--- src/rtl/wave_scheduler_if.sv ---
// rtl/wave_scheduler_if.sv - wave scheduler control/status bundle
interface wave_scheduler_if #(
  parameter int NUM_SLOTS = 8
);
  localparam int SLOT_W = $clog2(NUM_SLOTS);

  logic                 play;
  logic                 frame_tick;
  logic                 kill;
  logic [SLOT_W-1:0]    kill_slot;
  logic                 spawn;
  logic [SLOT_W-1:0]    spawn_slot;
  logic [NUM_SLOTS-1:0] alive_mask;
  logic [3:0]           wave;
  logic                 intermission;
  logic                 wave_active;
  logic                 wave_clear;

  modport master (
    output play, frame_tick, kill, kill_slot,
    input  spawn, spawn_slot, alive_mask, wave, intermission, wave_active, wave_clear
  );

  modport slave (
    input  play, frame_tick, kill, kill_slot,
    output spawn, spawn_slot, alive_mask, wave, intermission, wave_active, wave_clear
  );
endinterface

--- src/rtl/wave_scheduler.sv ---
// rtl/wave_scheduler.sv - enemy wave sequencer: intermission, paced spawns, kill tracking
module wave_scheduler #(
  parameter int NUM_SLOTS  = 8,
  parameter int SPAWN_GAP  = 30,
  parameter int WAVE_DELAY = 120,
  parameter int MAX_WAVE   = 15
) (
  input  logic Clk,
  input  logic Reset_n,
  wave_scheduler_if.slave bus
);
  localparam int SLOT_W  = $clog2(NUM_SLOTS);
  localparam int CNT_MAX = (WAVE_DELAY > SPAWN_GAP) ? WAVE_DELAY : SPAWN_GAP;
  localparam int CNT_W   = $clog2(CNT_MAX + 1);

  typedef enum logic [1:0] {IDLE, INTERMISSION, SPAWNING, FIGHT} state_t;

  state_t               state_q, state_d;
  logic [3:0]           wave_q, wave_d;
  logic [CNT_W-1:0]     cnt_q, cnt_d;
  logic [4:0]           spawn_idx_q, spawn_idx_d;
  logic [4:0]           target_q, target_d;
  logic [NUM_SLOTS-1:0] alive_q, alive_d;
  logic                 spawn_q, spawn_d;
  logic [SLOT_W-1:0]    spawn_slot_q, spawn_slot_d;
  logic                 wave_clear_q, wave_clear_d;
  logic                 intermission_q, intermission_d;
  logic                 wave_active_q, wave_active_d;
  logic [4:0]           target_raw;
  logic                 kill_ok;

  always_comb begin
    state_d      = state_q;
    wave_d       = wave_q;
    cnt_d        = cnt_q;
    spawn_idx_d  = spawn_idx_q;
    target_d     = target_q;
    alive_d      = alive_q;
    spawn_d      = 1'b0;
    spawn_slot_d = '0;
    wave_clear_d = 1'b0;
    target_raw   = {1'b0, wave_q} + 5'd3;
    kill_ok      = bus.kill && (32'(bus.kill_slot) < NUM_SLOTS);

    case (state_q)
      IDLE: begin
        alive_d = '0;
        wave_d  = '0;
        cnt_d   = '0;
        if (bus.play) begin
          state_d = INTERMISSION;
          wave_d  = 4'd1;
        end
      end
      INTERMISSION: begin
        if (bus.frame_tick) begin
          if (cnt_q == CNT_W'(WAVE_DELAY - 1)) begin
            state_d     = SPAWNING;
            spawn_idx_d = '0;
            // Preloading the gap counter makes the first tick after entry spawn.
            cnt_d       = CNT_W'(SPAWN_GAP - 1);
            target_d    = (target_raw > 5'(NUM_SLOTS)) ? 5'(NUM_SLOTS) : target_raw;
          end else begin
            cnt_d = cnt_q + CNT_W'(1);
          end
        end
      end
      SPAWNING: begin
        if (kill_ok) alive_d[bus.kill_slot] = 1'b0;
        if (bus.frame_tick) begin
          if (cnt_q == CNT_W'(SPAWN_GAP - 1)) begin
            cnt_d        = '0;
            spawn_d      = 1'b1;
            spawn_slot_d = spawn_idx_q[SLOT_W-1:0];
            alive_d[spawn_idx_q[SLOT_W-1:0]] = 1'b1;
            spawn_idx_d  = spawn_idx_q + 5'd1;
            if (spawn_idx_d == target_q) state_d = FIGHT;
          end else begin
            cnt_d = cnt_q + CNT_W'(1);
          end
        end
      end
      FIGHT: begin
        if (kill_ok) alive_d[bus.kill_slot] = 1'b0;
        if (alive_q == '0) begin
          wave_clear_d = 1'b1;
          wave_d       = (wave_q >= 4'(MAX_WAVE)) ? 4'(MAX_WAVE) : wave_q + 4'd1;
          state_d      = INTERMISSION;
          cnt_d        = '0;
        end
      end
      default: state_d = IDLE;
    endcase

    // Leaving play overrides everything, including a spawn due this cycle.
    if (!bus.play) begin
      state_d      = IDLE;
      alive_d      = '0;
      wave_d       = '0;
      cnt_d        = '0;
      spawn_idx_d  = '0;
      target_d     = '0;
      spawn_d      = 1'b0;
      spawn_slot_d = '0;
      wave_clear_d = 1'b0;
    end

    intermission_d = (state_d == INTERMISSION);
    wave_active_d  = (state_d == SPAWNING) || (state_d == FIGHT);
  end

  always_ff @(posedge Clk) begin
    if (!Reset_n) begin
      state_q        <= IDLE;
      wave_q         <= '0;
      cnt_q          <= '0;
      spawn_idx_q    <= '0;
      target_q       <= '0;
      alive_q        <= '0;
      spawn_q        <= 1'b0;
      spawn_slot_q   <= '0;
      wave_clear_q   <= 1'b0;
      intermission_q <= 1'b0;
      wave_active_q  <= 1'b0;
    end else begin
      state_q        <= state_d;
      wave_q         <= wave_d;
      cnt_q          <= cnt_d;
      spawn_idx_q    <= spawn_idx_d;
      target_q       <= target_d;
      alive_q        <= alive_d;
      spawn_q        <= spawn_d;
      spawn_slot_q   <= spawn_slot_d;
      wave_clear_q   <= wave_clear_d;
      intermission_q <= intermission_d;
      wave_active_q  <= wave_active_d;
    end
  end

  assign bus.spawn        = spawn_q;
  assign bus.spawn_slot   = spawn_slot_q;
  assign bus.alive_mask   = alive_q;
  assign bus.wave         = wave_q;
  assign bus.intermission = intermission_q;
  assign bus.wave_active  = wave_active_q;
  assign bus.wave_clear   = wave_clear_q;
endmodule

--- src/flat_wrapper.sv ---
// flat-port wrapper written by rule: the top's interface ports become plain ports
module wave_scheduler_flat 
#(
  parameter int NUM_SLOTS  = 8,
  parameter int SPAWN_GAP  = 30,
  parameter int WAVE_DELAY = 120,
  parameter int MAX_WAVE   = 15
)
  (Clk, Reset_n, bus_play, bus_frame_tick, bus_kill, bus_kill_slot, bus_spawn, bus_spawn_slot, bus_alive_mask, bus_wave, bus_intermission, bus_wave_active, bus_wave_clear);
  wave_scheduler_if #(.NUM_SLOTS(NUM_SLOTS)) bus_i ();
  input  logic Clk;
  input  logic Reset_n;
  input wire logic [$bits(bus_i.play)-1:0] bus_play;
  input wire logic [$bits(bus_i.frame_tick)-1:0] bus_frame_tick;
  input wire logic [$bits(bus_i.kill)-1:0] bus_kill;
  input wire logic [$bits(bus_i.kill_slot)-1:0] bus_kill_slot;
  output wire logic [$bits(bus_i.spawn)-1:0] bus_spawn;
  output wire logic [$bits(bus_i.spawn_slot)-1:0] bus_spawn_slot;
  output wire logic [$bits(bus_i.alive_mask)-1:0] bus_alive_mask;
  output wire logic [$bits(bus_i.wave)-1:0] bus_wave;
  output wire logic [$bits(bus_i.intermission)-1:0] bus_intermission;
  output wire logic [$bits(bus_i.wave_active)-1:0] bus_wave_active;
  output wire logic [$bits(bus_i.wave_clear)-1:0] bus_wave_clear;
  assign bus_i.play = bus_play;
  assign bus_i.frame_tick = bus_frame_tick;
  assign bus_i.kill = bus_kill;
  assign bus_i.kill_slot = bus_kill_slot;
  assign bus_spawn = bus_i.spawn;
  assign bus_spawn_slot = bus_i.spawn_slot;
  assign bus_alive_mask = bus_i.alive_mask;
  assign bus_wave = bus_i.wave;
  assign bus_intermission = bus_i.intermission;
  assign bus_wave_active = bus_i.wave_active;
  assign bus_wave_clear = bus_i.wave_clear;
  wave_scheduler #(.NUM_SLOTS(NUM_SLOTS), .SPAWN_GAP(SPAWN_GAP), .WAVE_DELAY(WAVE_DELAY), .MAX_WAVE(MAX_WAVE)) u_core (.Clk(Clk), .Reset_n(Reset_n), .bus(bus_i));
endmodule
--- config.mk ---
export PLATFORM = sky130hd
export DESIGN_NAME = wave_scheduler_flat
export DESIGN_NICKNAME = d
export VERILOG_FILES = /design/src/rtl/wave_scheduler_if.sv /design/src/rtl/wave_scheduler.sv /design/src/flat_wrapper.sv
export SDC_FILE = /design/constraint.sdc
export NUM_CORES = 1
export LEC_CHECK = 0
export ABC_AREA = 1
export ABC_CLOCK_PERIOD_IN_PS = 1500
export BUFFER_PORTS_ARGS = -buffer_cell sky130_fd_sc_hd__buf_2
export CAP_MARGIN = 5
export CORE_ASPECT_RATIO = 1.75
export CORE_MARGIN = 3
export CORE_UTILIZATION = 52
export CTS_CLUSTER_SIZE = 20
export DETAILED_ROUTE_END_ITERATION = 12
export GPL_ROUTABILITY_DRIVEN = 1
export HOLD_SLACK_MARGIN = 0.12
export PLACE_DENSITY_LB_ADDON = 0.05
export RECOVER_POWER = 50
export SLEW_MARGIN = 20
export SYNTH_ARGS = -nofsm -noshare
export SYNTH_HDL_FRONTEND = slang
export SYNTH_SLANG_ARGS = --single-unit
--- constraint.sdc ---
create_clock -name Clk -period 1.5 [get_ports Clk]
set_input_delay 0.225 -clock Clk [delete_from_list [all_inputs] [get_ports Clk]]
set_output_delay 0.225 -clock Clk [all_outputs]
set_load 0.005 [all_outputs]
==> impl_metrics.json <==
{
  "synth_most_common_cell": "nand2_1",
  "violations": "setup timing",
  "drtAntennaViolNets": 0,
  "r2r_slack_ns": -0.02,
  "finClkSkew_ns": 0.00801,
  "cts_made_buffers": 5,
  "drt-total-wl_um": 5870,
  "synth_area_um2": 2150,
  "p_leak_uw": 0.00123,
  "fmax_mhz": 659,
  "die_x_um": 54.6,
  "grt_pass1_wl_um": 9070,
  "coreArea_um2": 3940,
  "hold_depth": 2,
  "hp-class": "in2reg",
  "crit_required_ns": 1.74,
  "start_util_pct": 54.5,
  "drive_above_1_share_pct": 30.3,
  "p_total_uw": 2100,
  "holdWs_ns": 0.173,
  "yosysUniqueCellTypes": 30,
  "num_antenna_cells": 0,
  "antenna_found_initial": 0,
  "synthArstFlopShare_pct": 0,
  "hold-path-endpoint": "u_core.state_q[1]",
  "synth_warnings": 0,
  "post-place-ws_ns": -0.0913,
  "cpPeakStageDelay_ns": 0.35,
  "gp_congestion": 0.956,
  "grt_usage_pct": 24.4,
  "final_hold_viol_count": 0,
  "synth_area_leaders": "dfxtp_1, nand2_1, a21oi_1",
  "die-area_um2": 4970,
  "clkTransAtPathRegs_ns": 0.08,
  "cp_num_cells": 10,
  "synth_edf_count": 0,
  "drt_iter0_markers": 44,
  "p_per_area_nw_per_um2": 732,
  "status": "finished with violations",
  "avgSynthCellArea_um2": 6.84,
  "cts_tree": "done",
  "cts_sinks": 37,
  "drc": 0,
  "cts_buffer_depth": 2,
  "synth_commonest_cells": "nand2_1, inv_1, dfxtp_1, nor2_1, a21oi_1",
  "wl_per_cell_um": 13.7,
  "period_needed_ns": 1.52,
  "syn_inst": 314,
  "synth_top_area_cell": "dfxtp_1",
  "r2r-end": "u_core.bus.intermission",
  "irDropWorstVdd_v": 0.000567,
  "cp_slowest_cell": "dfxtp_2",
  "via_count": 2294,
  "worstMarginPinSlew_ns": 0.359,
  "synth-seq-cells": 37,
  "drv_cap": 0,
  "r2r.worst_path.cells": 10,
  "startpoint_type": "register",
  "io_pins": 27,
  "crit_buf_inv": 0,
  "hold_start": "Reset_n",
  "worst-path-max-fanout": 3,
  "nNetsFinal": 397,
  "cts-htree-levels": 2,
  "seq_area_frac_synth_pct": 34.5,
  "std_cell_rows": 30,
  "hpwl_um": 4370,
  "cp_top_family": "simple AND/OR/NAND/NOR gates",
  "grt_pass1_vias": 2150,
  "setup_viol": 2,
  "synth_top_area_share_pct": 34.5,
  "first_pass_iters": 4,
  "root_buffer": "clkbuf_8",
  "syn_nets": 333,
  "rsz0062_at_grt": "yes",
  "syn2layout_area_growth_pct": 33.4,
  "port_buffers": 26,
  "critPathKind": "reg2reg",
  "cp_data_arrival_time_ns": 1.76,
  "r2r-start": "u_core.spawn_idx_q[1]",
  "via_per_inst": 5.37,
  "setup.worst_path.end_class": "register",
  "clk_latency_ns": 0.29,
  "gr-total-overflow": 0,
  "worstPathCellList": "ha_4 > nand2_1 > nand2_1 > nor2_1 > nand3_1 > nor2_2 > nand3_2 > nand2_2 > nand2_2 > nor2_2",
  "grt_max_degree": 13,
  "ys.flop_type": "dfxtp_1",
  "slew_headroom_pct": 75.9,
  "final_max_slew_viol_count": 0,
  "setup_ws_ns": -0.0180,
  "fin_crit_sh_pct": 101,
  "die_y_um": 91.0
}
-- stage by stage --
stage / utilization, % / TNS (ns) / cell area [µm²] / cells
2_1_floorplan: - / 0 / 2150 / 314
3_3_place_gp: 65.2 / -0.868 / 2570 / 417
3_5_place_dp: 65.2 / -0.661 / 2570 / 417
4_1_cts: 68.4 / 0 / 2700 / 425
5_1_grt: 72.7 / -0.663 / 2860 / 427
6_report: 72.7 / -0.0268 / 2860 / 427
-- placed cells by master (no fill, tap or decap), types with 7 or more instances in the layout --
master	synthesis	layout
clkbuf_1	2	14
inv_1	42	35
nand4_1	11	11
nand3_1	25	24
nor2_4	3	7
dfxtp_1	37	29
buf_2	1	14
a21oi_1	35	33
nor2_1	37	31
nand2_1	58	51
o21ai_0	20	15
buf_4	0	32
inv_2	5	10
nand2_2	4	7
-- cells by family (layout without fill, tap and decap cells) --
kind of cell | count (synthesis) | after routing | share of synthesized area, %
AOI/OAI and AO/OA | 62 | 62 | 15.7
and+or+nand+nor | 150 | 150 | 33.0
DFF | 37 | 37 | 34.5
adders and majority gates | 11 | 11 | 6.41
buffers and inverters | 50 | 115 | 8.80
xor gates and xnor gates | 4 | 4 | 1.63
-- flip-flops by register name, indices dropped and copies added, names as in the netlist --
signal                   cells
u_core.bus.alive_mask        8
u_core.cnt_q                 7
u_core.spawn_idx_q           5
u_core.target_q              5
u_core.bus.wave              4
u_core.bus.spawn_slot        3
u_core.state_q               2
u_core.bus.intermission      1
u_core.bus.spawn             1
u_core.bus.wave_clear        1
-- metal layers --
metal	up-vias	share of wire [%]	track usage, %
li1	1157	-	-
met4	0	4.9	13.1
met5	-	0	0
met2	49	57	45.2
met1	1065	36	22.6
met3	23	2.9	5.25
-- area by class of cell --
type                       instances  area [µm²]
clock inverter                     2        37.5
timing repair buffer              60         363
inverter                          47         181
sequential                        37         758
fill                             343        1080
tap                               48        60.1
clock buffer                       6        82.6
multi-input combinational        227        1380
-- timing repair --
action                     4_1_cts  5_1_grt
gates resized for setup          5       56
hold endpoints to repair         0        0
setup endpoints to repair       14       34
pin swaps                        0       19
buffers inserted                 0        2
hold buffers                     0        0
-- how the worst max path moves through the flow --
stage / start / endpoint / slack (ns)
floorplan: u_core.state_q[1] / u_core.spawn_idx_q[2] / 0.02
global placement: u_core.state_q[1] / u_core.cnt_q[4] / -0.11
detailed placement: u_core.state_q[1] / u_core.cnt_q[4] / -0.09
CTS: u_core.state_q[0] / u_core.bus.spawn_slot[1] / 0.01
global route: u_core.spawn_idx_q[1] / u_core.bus.intermission / -0.15
finish: u_core.spawn_idx_q[1] / u_core.bus.intermission / -0.02
-- power breakdown --
part / switching, µW / internal [µW] / total [µW]
clock network: 371 / 541 / 912
registers: 8.43 / 985 / 993
logic: 118 / 72.2 / 190
total: 497 / 1600 / 2100
Power figures use the tool's default switching activity.
